**config.mk**
```make
export PLATFORM = sky130hd
export DESIGN_NAME = alu_arbiter
export DESIGN_NICKNAME = d
export VERILOG_FILES = /design/src/rtl/alu_pkg.sv /design/src/rtl/rr_arb2.sv /design/src/rtl/alu_arbiter.sv
export SDC_FILE = /design/constraint.sdc
export NUM_CORES = 1
export LEC_CHECK = 0
export CORE_MARGIN = 1.5
export CORE_UTILIZATION = 41
export DETAILED_ROUTE_END_ITERATION = 6
export GPL_TIMING_DRIVEN = 0
export MAX_ROUTING_LAYER = met4
export PLACE_DENSITY = 0.79
export SLEW_MARGIN = 10
export SYNTH_ARGS = -nofsm -noshare
export SYNTH_HDL_FRONTEND = slang
export SYNTH_SLANG_ARGS = --single-unit
```
**constraint.sdc**
```tcl
create_clock -name clk -period 1.7 [get_ports clk]
set_input_delay 0.255 -clock clk [delete_from_list [all_inputs] [get_ports clk]]
set_output_delay 0.255 -clock clk [all_outputs]
set_load 0.01 [all_outputs]
```
**src/rtl/alu_pkg.sv**
```systemverilog
// Shared types and constants for the ALU round-robin arbiter.
package alu_pkg;

  localparam int ALU_WIDTH = 4;

  localparam logic SEL_ADD = 1'b1;
  localparam logic SEL_SUB = 1'b0;

  typedef enum logic [1:0] {
    IDLE = 2'd0,
    EXEC = 2'd1,
    RESP = 2'd2
  } state_t;

endpackage

```
**src/rtl/rr_arb2.sv**
```systemverilog
// Combinational 2-way round-robin grant: requester ptr wins if valid, else the other one.
module rr_arb2 (
  input  logic [1:0] req_valid,
  input  logic       ptr,
  output logic [1:0] grant,
  output logic       grant_idx
);

  always_comb begin
    grant_idx = ptr;
    if (!req_valid[ptr]) begin
      grant_idx = ~ptr;
    end
    grant = (req_valid == 2'b00) ? 2'b00 : (2'b01 << grant_idx);
  end

endmodule

```
**src/rtl/alu_arbiter.sv**
```systemverilog
// Shares one combinational ALU between two requesters: accept, execute for one cycle,
// then hold a registered response until the granted requester consumes it.
module alu_arbiter
  import alu_pkg::*;
#(
  parameter int WIDTH = ALU_WIDTH,
  parameter int CNT_W = 8
) (
  input  logic               clk,
  input  logic               reset,
  input  logic [1:0]         req_valid,
  output logic [1:0]         req_ready,
  input  logic [2*WIDTH-1:0] req_a,
  input  logic [2*WIDTH-1:0] req_b,
  input  logic [1:0]         req_sel,
  output logic [1:0]         rsp_valid,
  input  logic [1:0]         rsp_ready,
  output logic [WIDTH-1:0]   rsp_out,
  output logic               rsp_zero,
  output logic [WIDTH-1:0]   alu_a,
  output logic [WIDTH-1:0]   alu_b,
  output logic               alu_select,
  input  logic [WIDTH-1:0]   alu_out,
  input  logic               alu_zero,
  output logic               busy,
  output logic [CNT_W-1:0]   ops_done
);

  state_t             state_reg, state_next;
  logic               ptr_reg;
  logic               gnt_reg;
  logic [WIDTH-1:0]   a_reg, b_reg;
  logic               sel_reg;
  logic [WIDTH-1:0]   out_reg;
  logic               zero_reg;
  logic [CNT_W-1:0]   done_reg;

  logic [1:0]         grant;
  logic               grant_idx;
  logic               accept;
  logic               fire;

  rr_arb2 u_rr_arb2 (
    .req_valid (req_valid),
    .ptr       (ptr_reg),
    .grant     (grant),
    .grant_idx (grant_idx)
  );

  assign accept = (state_reg == IDLE) && (req_valid != 2'b00);
  assign fire   = (state_reg == RESP) && rsp_ready[gnt_reg];

  always_ff @(posedge clk or posedge reset) begin
    if (reset) begin
      state_reg <= IDLE;
    end else begin
      state_reg <= state_next;
    end
  end

  always_comb begin
    state_next = state_reg;
    case (state_reg)
      IDLE:    if (accept) state_next = EXEC;
      EXEC:    state_next = RESP;
      RESP:    if (fire) state_next = IDLE;
      default: state_next = IDLE;
    endcase
  end

  always_comb begin
    req_ready = 2'b00;
    rsp_valid = 2'b00;
    busy      = (state_reg != IDLE);
    if (state_reg == IDLE) begin
      req_ready = grant;
    end
    if (state_reg == RESP) begin
      rsp_valid = 2'b01 << gnt_reg;
    end
  end

  // Operands are only ever loaded on acceptance, so the ALU drive cannot follow request inputs.
  always_ff @(posedge clk or posedge reset) begin
    if (reset) begin
      ptr_reg  <= 1'b0;
      gnt_reg  <= 1'b0;
      a_reg    <= '0;
      b_reg    <= '0;
      sel_reg  <= SEL_SUB;
      out_reg  <= '0;
      zero_reg <= 1'b0;
      done_reg <= '0;
    end else begin
      if (accept) begin
        gnt_reg <= grant_idx;
        a_reg   <= req_a[grant_idx*WIDTH +: WIDTH];
        b_reg   <= req_b[grant_idx*WIDTH +: WIDTH];
        sel_reg <= req_sel[grant_idx];
      end
      if (state_reg == EXEC) begin
        out_reg  <= alu_out;
        zero_reg <= alu_zero;
      end
      if (fire) begin
        done_reg <= done_reg + CNT_W'(1);
        ptr_reg  <= ~gnt_reg;
      end
    end
  end

  assign alu_a      = a_reg;
  assign alu_b      = b_reg;
  assign alu_select = sel_reg;
  assign rsp_out    = out_reg;
  assign rsp_zero   = zero_reg;
  assign ops_done   = done_reg;

endmodule

```
# Word level (Yosys, flattened, before mapping)
# Index checks and enable logic that the tools add are counted.
[classes] addsub=1 n_mul=0 div=0 n_lt_le_gt_ge=3 eq_ne=4 n_shift=4 n_mux=13 bitwise=2 n_reduce_logical=7
[op_table] cell="$shiftx 8x4->4" count=2
[op_table] cell="$mux 2" count=5
[op_table] cell="$add 8x1->8 const B" count=1
[op_table] cell="$mux 1" count=7
[op_table] cell="$lt 1x2->1 const B" count=3
[op_table] cell="$pmux 2 s3" count=1
[op_table] cell="$logic_not 2->1" count=2
[op_table] cell="$ne 2x2->1 const B" count=2
[op_table] cell="$reduce_bool 2->1" count=2
[op_table] cell="$shl 1x1->2 const A" count=2
[op_table] cell="$eq 2x1->1 const B" count=1
[op_table] cell="$eq 2x2->1 const B" count=1
[op_table] cell="$logic_and 1x1->1" count=2
[op_table] cell="$not 1->1" count=2
[op_table] cell="$reduce_and 2->1" count=1
[totals] ff_bits=26 latch_bits=0 ram_bits=0 mem_bits_ro=0 input_bits=29 wordCells=43 n_memories=0

# Depth between registers and ports, before layout
[logic_depth] depth_word=6 ltp_mapped=4 mapped_depth_nobuf=4

# Modules after synthesis
# A second synthesis with hierarchy kept.
[unflattened] cells_unflattened=96 hier_area_um2=1213.7
[by_module_without_submodules] mod="alu_arbiter" n_inst=1 cells_each=91 area_each_um2=1187.4
[by_module_without_submodules] mod="rr_arb2" n_inst=1 cells_each=5 area_each_um2=26.3

# Least setup slack after synthesis
# No wires, ideal clock.
[synth_path] path_kind="register to output" start="register ptr_reg" end="output port req_ready[1]" arrival_ns=1.162 required_ns=1.445 slack_ns=0.283 stages_incl_launch_ff=4 path_buffers=1 cell_sequence="dfrtp_1 -> or2_2 -> buf_2 -> a21boi_0"
[synth_between] elab_chain_cells=6
[synth_rtl] item="start, declared" line="alu_arbiter.sv:30" source="logic ptr_reg;"
[synth_rtl] item="start signal, assigned" line="alu_arbiter.sv:107" source="ptr_reg <= ~gnt_reg;"
[synth_rtl] item="$mux 1 (implied by the code) (2 in a row)" line="rr_arb2.sv:11" source="if (!req_valid[ptr]) begin"
[synth_rtl] item="$mux 1 *" line="rr_arb2.sv:11"
[synth_rtl] item="$shl 1x1->2 *" line="rr_arb2.sv:14" source="grant = (req_valid == 2'b00) ? 2'b00 : (2'b01 << grant_idx);"
[synth_rtl] item="$mux 2 *" line="rr_arb2.sv:14"
[synth_rtl] item="$mux 2 *" line="alu_arbiter.sv:75" source="if (state_reg == IDLE) begin"
[synth_rtl] item="end, declared" line="alu_arbiter.sv:12" source="output logic [1:0] req_ready,"
# Every way passes the cells marked *; elsewhere a longest branch is shown, timed or not. The select of a mux whose other input is x is not followed.

# Worst setup path in the final report
[layout_path] start="register state_reg[0]" end="output port req_ready[1]"
[layout_between] elab_chain_cells=2
[layout_rtl] item="start, declared" line="alu_arbiter.sv:29" source="state_t state_reg, state_next;"
[layout_rtl] item="start signal, assigned" line="alu_arbiter.sv:57" source="state_reg <= state_next;"
[layout_rtl] item="$logic_not 2->1" line="alu_arbiter.sv:75"
[layout_rtl] item="$mux 2" line="alu_arbiter.sv:75"
# Every way passes these cells.

==> qor.yml <==
clock_tree:
  hold_buffers: 0
  clockBufferDepth: 2
  numCtsBuffers: 3
  cts_tree: "done"
  clk_pin_slew_ns: 0.13
  cts_root_buffer: "clkbuf_4"
  clk_latency_ns: 0.31
  h-tree-depth: 1
  cts_sinks: 26
job:
  drv_cap: 0
placement:
  dp_hpwl_mm: 2.28
  gp_congestion: 0.721
  placed_cell_area_um2: 1830
  portBuffers: 55
  placed_cells: 204
  dp_slack_ns: -0.462
timing:
  max_freq_ghz: 0.589
  fin_skew_ns: 0.00361
  hold_viol: 0
  relSlewSlack_pct: 37.2
  grt_setup_unrepaired: "yes"
  worst_pin_slew_ns: 0.942
  drv_slew: 0
  fin_crit_sh_pct: 99.8
  worst_slack_ns: 0.00357
  setup_viol: 0
  fin_crit_ns: 1.70
worst_setup_path:
  worstPathMaxFanout: 4
  cp.required_ns: 1.44
  worstPathArrival_ns: 1.44
  endpoint_kind: "primary output"
  crit_chain: "nor2_2 > buf_4 > and2_4 > a21boi_2 > buf_2"
  r2r-end: "alu_a[1]"
  crit_buf_inv: 2
  path_delay_family: "flip-flops"
  reg2reg_depth: 5
  critical-path-slowest-cell: "dfrtp_1"
  r2r_start: "ptr_reg"
  crit_type: "reg -> out"
  worst_path_largest_cell_delay_ns: 0.43
  cp-start-kind: "register"
  reg2reg_slack_ns: 0.21
synthesis:
  synth-edff-count: 0
  yosysWarnings: 0
  synth_cell_types: 30
  avgSynthCellArea_um2: 10.5
  netlist_instances: 118
  ys_seq_area_share_pct: 52.6
  synth_top_flop_cell: "dfrtp_1"
  synth_fp_nets: 148
  synthArstFlopShare_pct: 100
  synth_area_um2: 1240
  ys_ff_latch: 26
detailed_routing:
  dr_total_vias: 1162
  wl_mm: 3.03
  routedWlPerCell_um: 14.1
  viasPerCell: 5.43
  drc: 0
  postRouteAntennaNets: 0
  drt_first_pass_iters: 6
  drt-initial-drc-count: 47
grt:
  antenna_found_initial: 0
  grt_pass1_vias: 1101
  gr-usage-met3_pct: 5.36
  grt-busiest-layer: "met2"
  grt_pass1_wl_mm: 4.91
  grt_max_degree: 27
  grt.overflow.total: 0
  met2_usage_pct: 34.4
  grtUsageMet1_pct: 21.9
  gr-usage-all-layers_pct: 19.4
floorplan:
  die_h_um: 57.9
  num_rows: 19
  fp.dieArea_um2: 3360
  coreArea_um2: 2810
  io_pins: 56
  die_w_um: 57.9
  start_util_pct: 44.1
pwr:
  p_leak_uw: 0.000835
  clockPowerShare_pct: 7.7
  p_int_uw: 2050
  power.share.sequential_pct: 35.6
  vdd_ir_drop_max_mv: 0.746
  powerDensity_nw_per_um2: 1660
  power.total_uw: 3220
  combPwrFrac_pct: 56.7
  switchingPower_uw: 1170
  switching_share_pct: 36.2
final_layout:
  final_cell_area_um2: 1940
  antenna_cells: 0
  finalNonFillerCells: 214
  nNetsFinal: 215
  largest_reg_flops: 8
  drive_gt1_share_pct: 19.7
  area_growth_pct: 56.4
  final_util_pct: 69.0
outcome:
  outcome: "complete, no violations"
worst_hold_path:
  hold_class: "in -> async"
metal layers:
metal	vias to the layer above	wire length, um
li1	557	-
met4	0	19
met1	549	1220
met3	2	235
met2	54	1550
met5	-	0
cells by family (layout without fill, tap and decap cells):
logic type / Yosys count / count (layout) / synth area share (%)
buffers and inverters: 11 / 76 / 3.64
adder cells (fa/ha/maj): 1 / 1 / 1.01
AO/OA/AOI/OAI: 32 / 32 / 14.5
AND/OR/NAND/NOR: 33 / 33 / 15.6
XOR/XNOR: 7 / 7 / 4.95
flip-flops: 26 / 26 / 52.6
multiplexers: 8 / 8 / 7.78
synthesized netlist by cell type (all sizes together) (3+ instances only):
cell type	n	share of area (%)
nor2	6	2.0
xor2	4	2.8
o21ai	10	4.0
inv	4	1.2
a21oi	10	4.0
a31oi	10	5.1
nand3	11	4.4
mux2	7	6.7
xnor2	3	2.1
clkbuf	4	1.2
dfrtp	26	53
buf	3	1.2
per-stage QoR:
step           TNS [ns]  hold WS, ns
4_1_cts               0        0.484
3_3_place_gp     -0.895        0.464
3_5_place_dp     -0.960        0.470
5_1_grt          -0.122        0.501
6_report              0        0.444
2_1_floorplan         0        0.295
worst max path at each step:
stage	to	depth (start not counted)	from	slack [ns]
floorplan	req_ready[1]	3	ptr_reg	0.28
global placement	req_ready[1]	5	req_valid[0]	-0.44
detailed placement	req_ready[1]	5	req_valid[0]	-0.46
CTS	req_ready[1]	5	state_reg[1]	0.01
global route	req_ready[1]	5	state_reg[0]	-0.06
finish	req_ready[1]	5	state_reg[0]	0.004
layout make-up:
| type | count | area (um^2) |
|---|---|---|
| Multi-Input combinational cell | 81 | 573 |
| Inverter | 4 | 15.0 |
| Fill cell | 247 | 870 |
| Timing Repair Buffer | 64 | 604 |
| Clock buffer | 3 | 22.5 |
| Tap cell | 31 | 38.8 |
| Sequential cell | 26 | 651 |
| Buffer | 5 | 31.3 |
placed cells by master (no fill, tap or decap), types with 2 or more instances in the layout:
| master | instances |
|---|---|
| clkbuf_4 | 3 |
| dlygate4sd2_1 | 4 |
| clkbuf_1 | 2 |
| dfrtp_1 | 26 |
| a31oi_1 | 10 |
| mux2_2 | 6 |
| buf_2 | 3 |
| nand3_1 | 11 |
| o21ai_0 | 10 |
| a21oi_1 | 10 |
| buf_4 | 9 |
| clkdlybuf4s50_1 | 48 |
| nor2_1 | 4 |
| inv_1 | 4 |
| xor2_1 | 4 |
| nor2_2 | 2 |
| xnor2_1 | 3 |
power by group through the flow:
stage	clock network (uW)	logic, uW	registers (uW)
CTS	258	1750	1150
global placement	0	1570	1150
global route	289	1990	1190
detailed placement	0	1610	1170
floorplan	0	711	1230
finish	248	1820	1150
worst register-to-register path, stage by stage, from the launching register on:
cell and delay (ns):
dfrtp_1 0.42, buf_4 0.15, buf_4 0.13, nor2_1 0.35, o21ai_0 0.18, a31oi_1 0.19
what timing repair did:
action                                  in CTS  in global routing
gates cloned                                 0                  0
resized for setup                           24                  4
pin swaps                                    2                  1
setup buffers                                6                  3
endpoints found under the setup margin       5                  3
hold endpoints to repair                     0                  0
(Power assumes the default switching activity.)
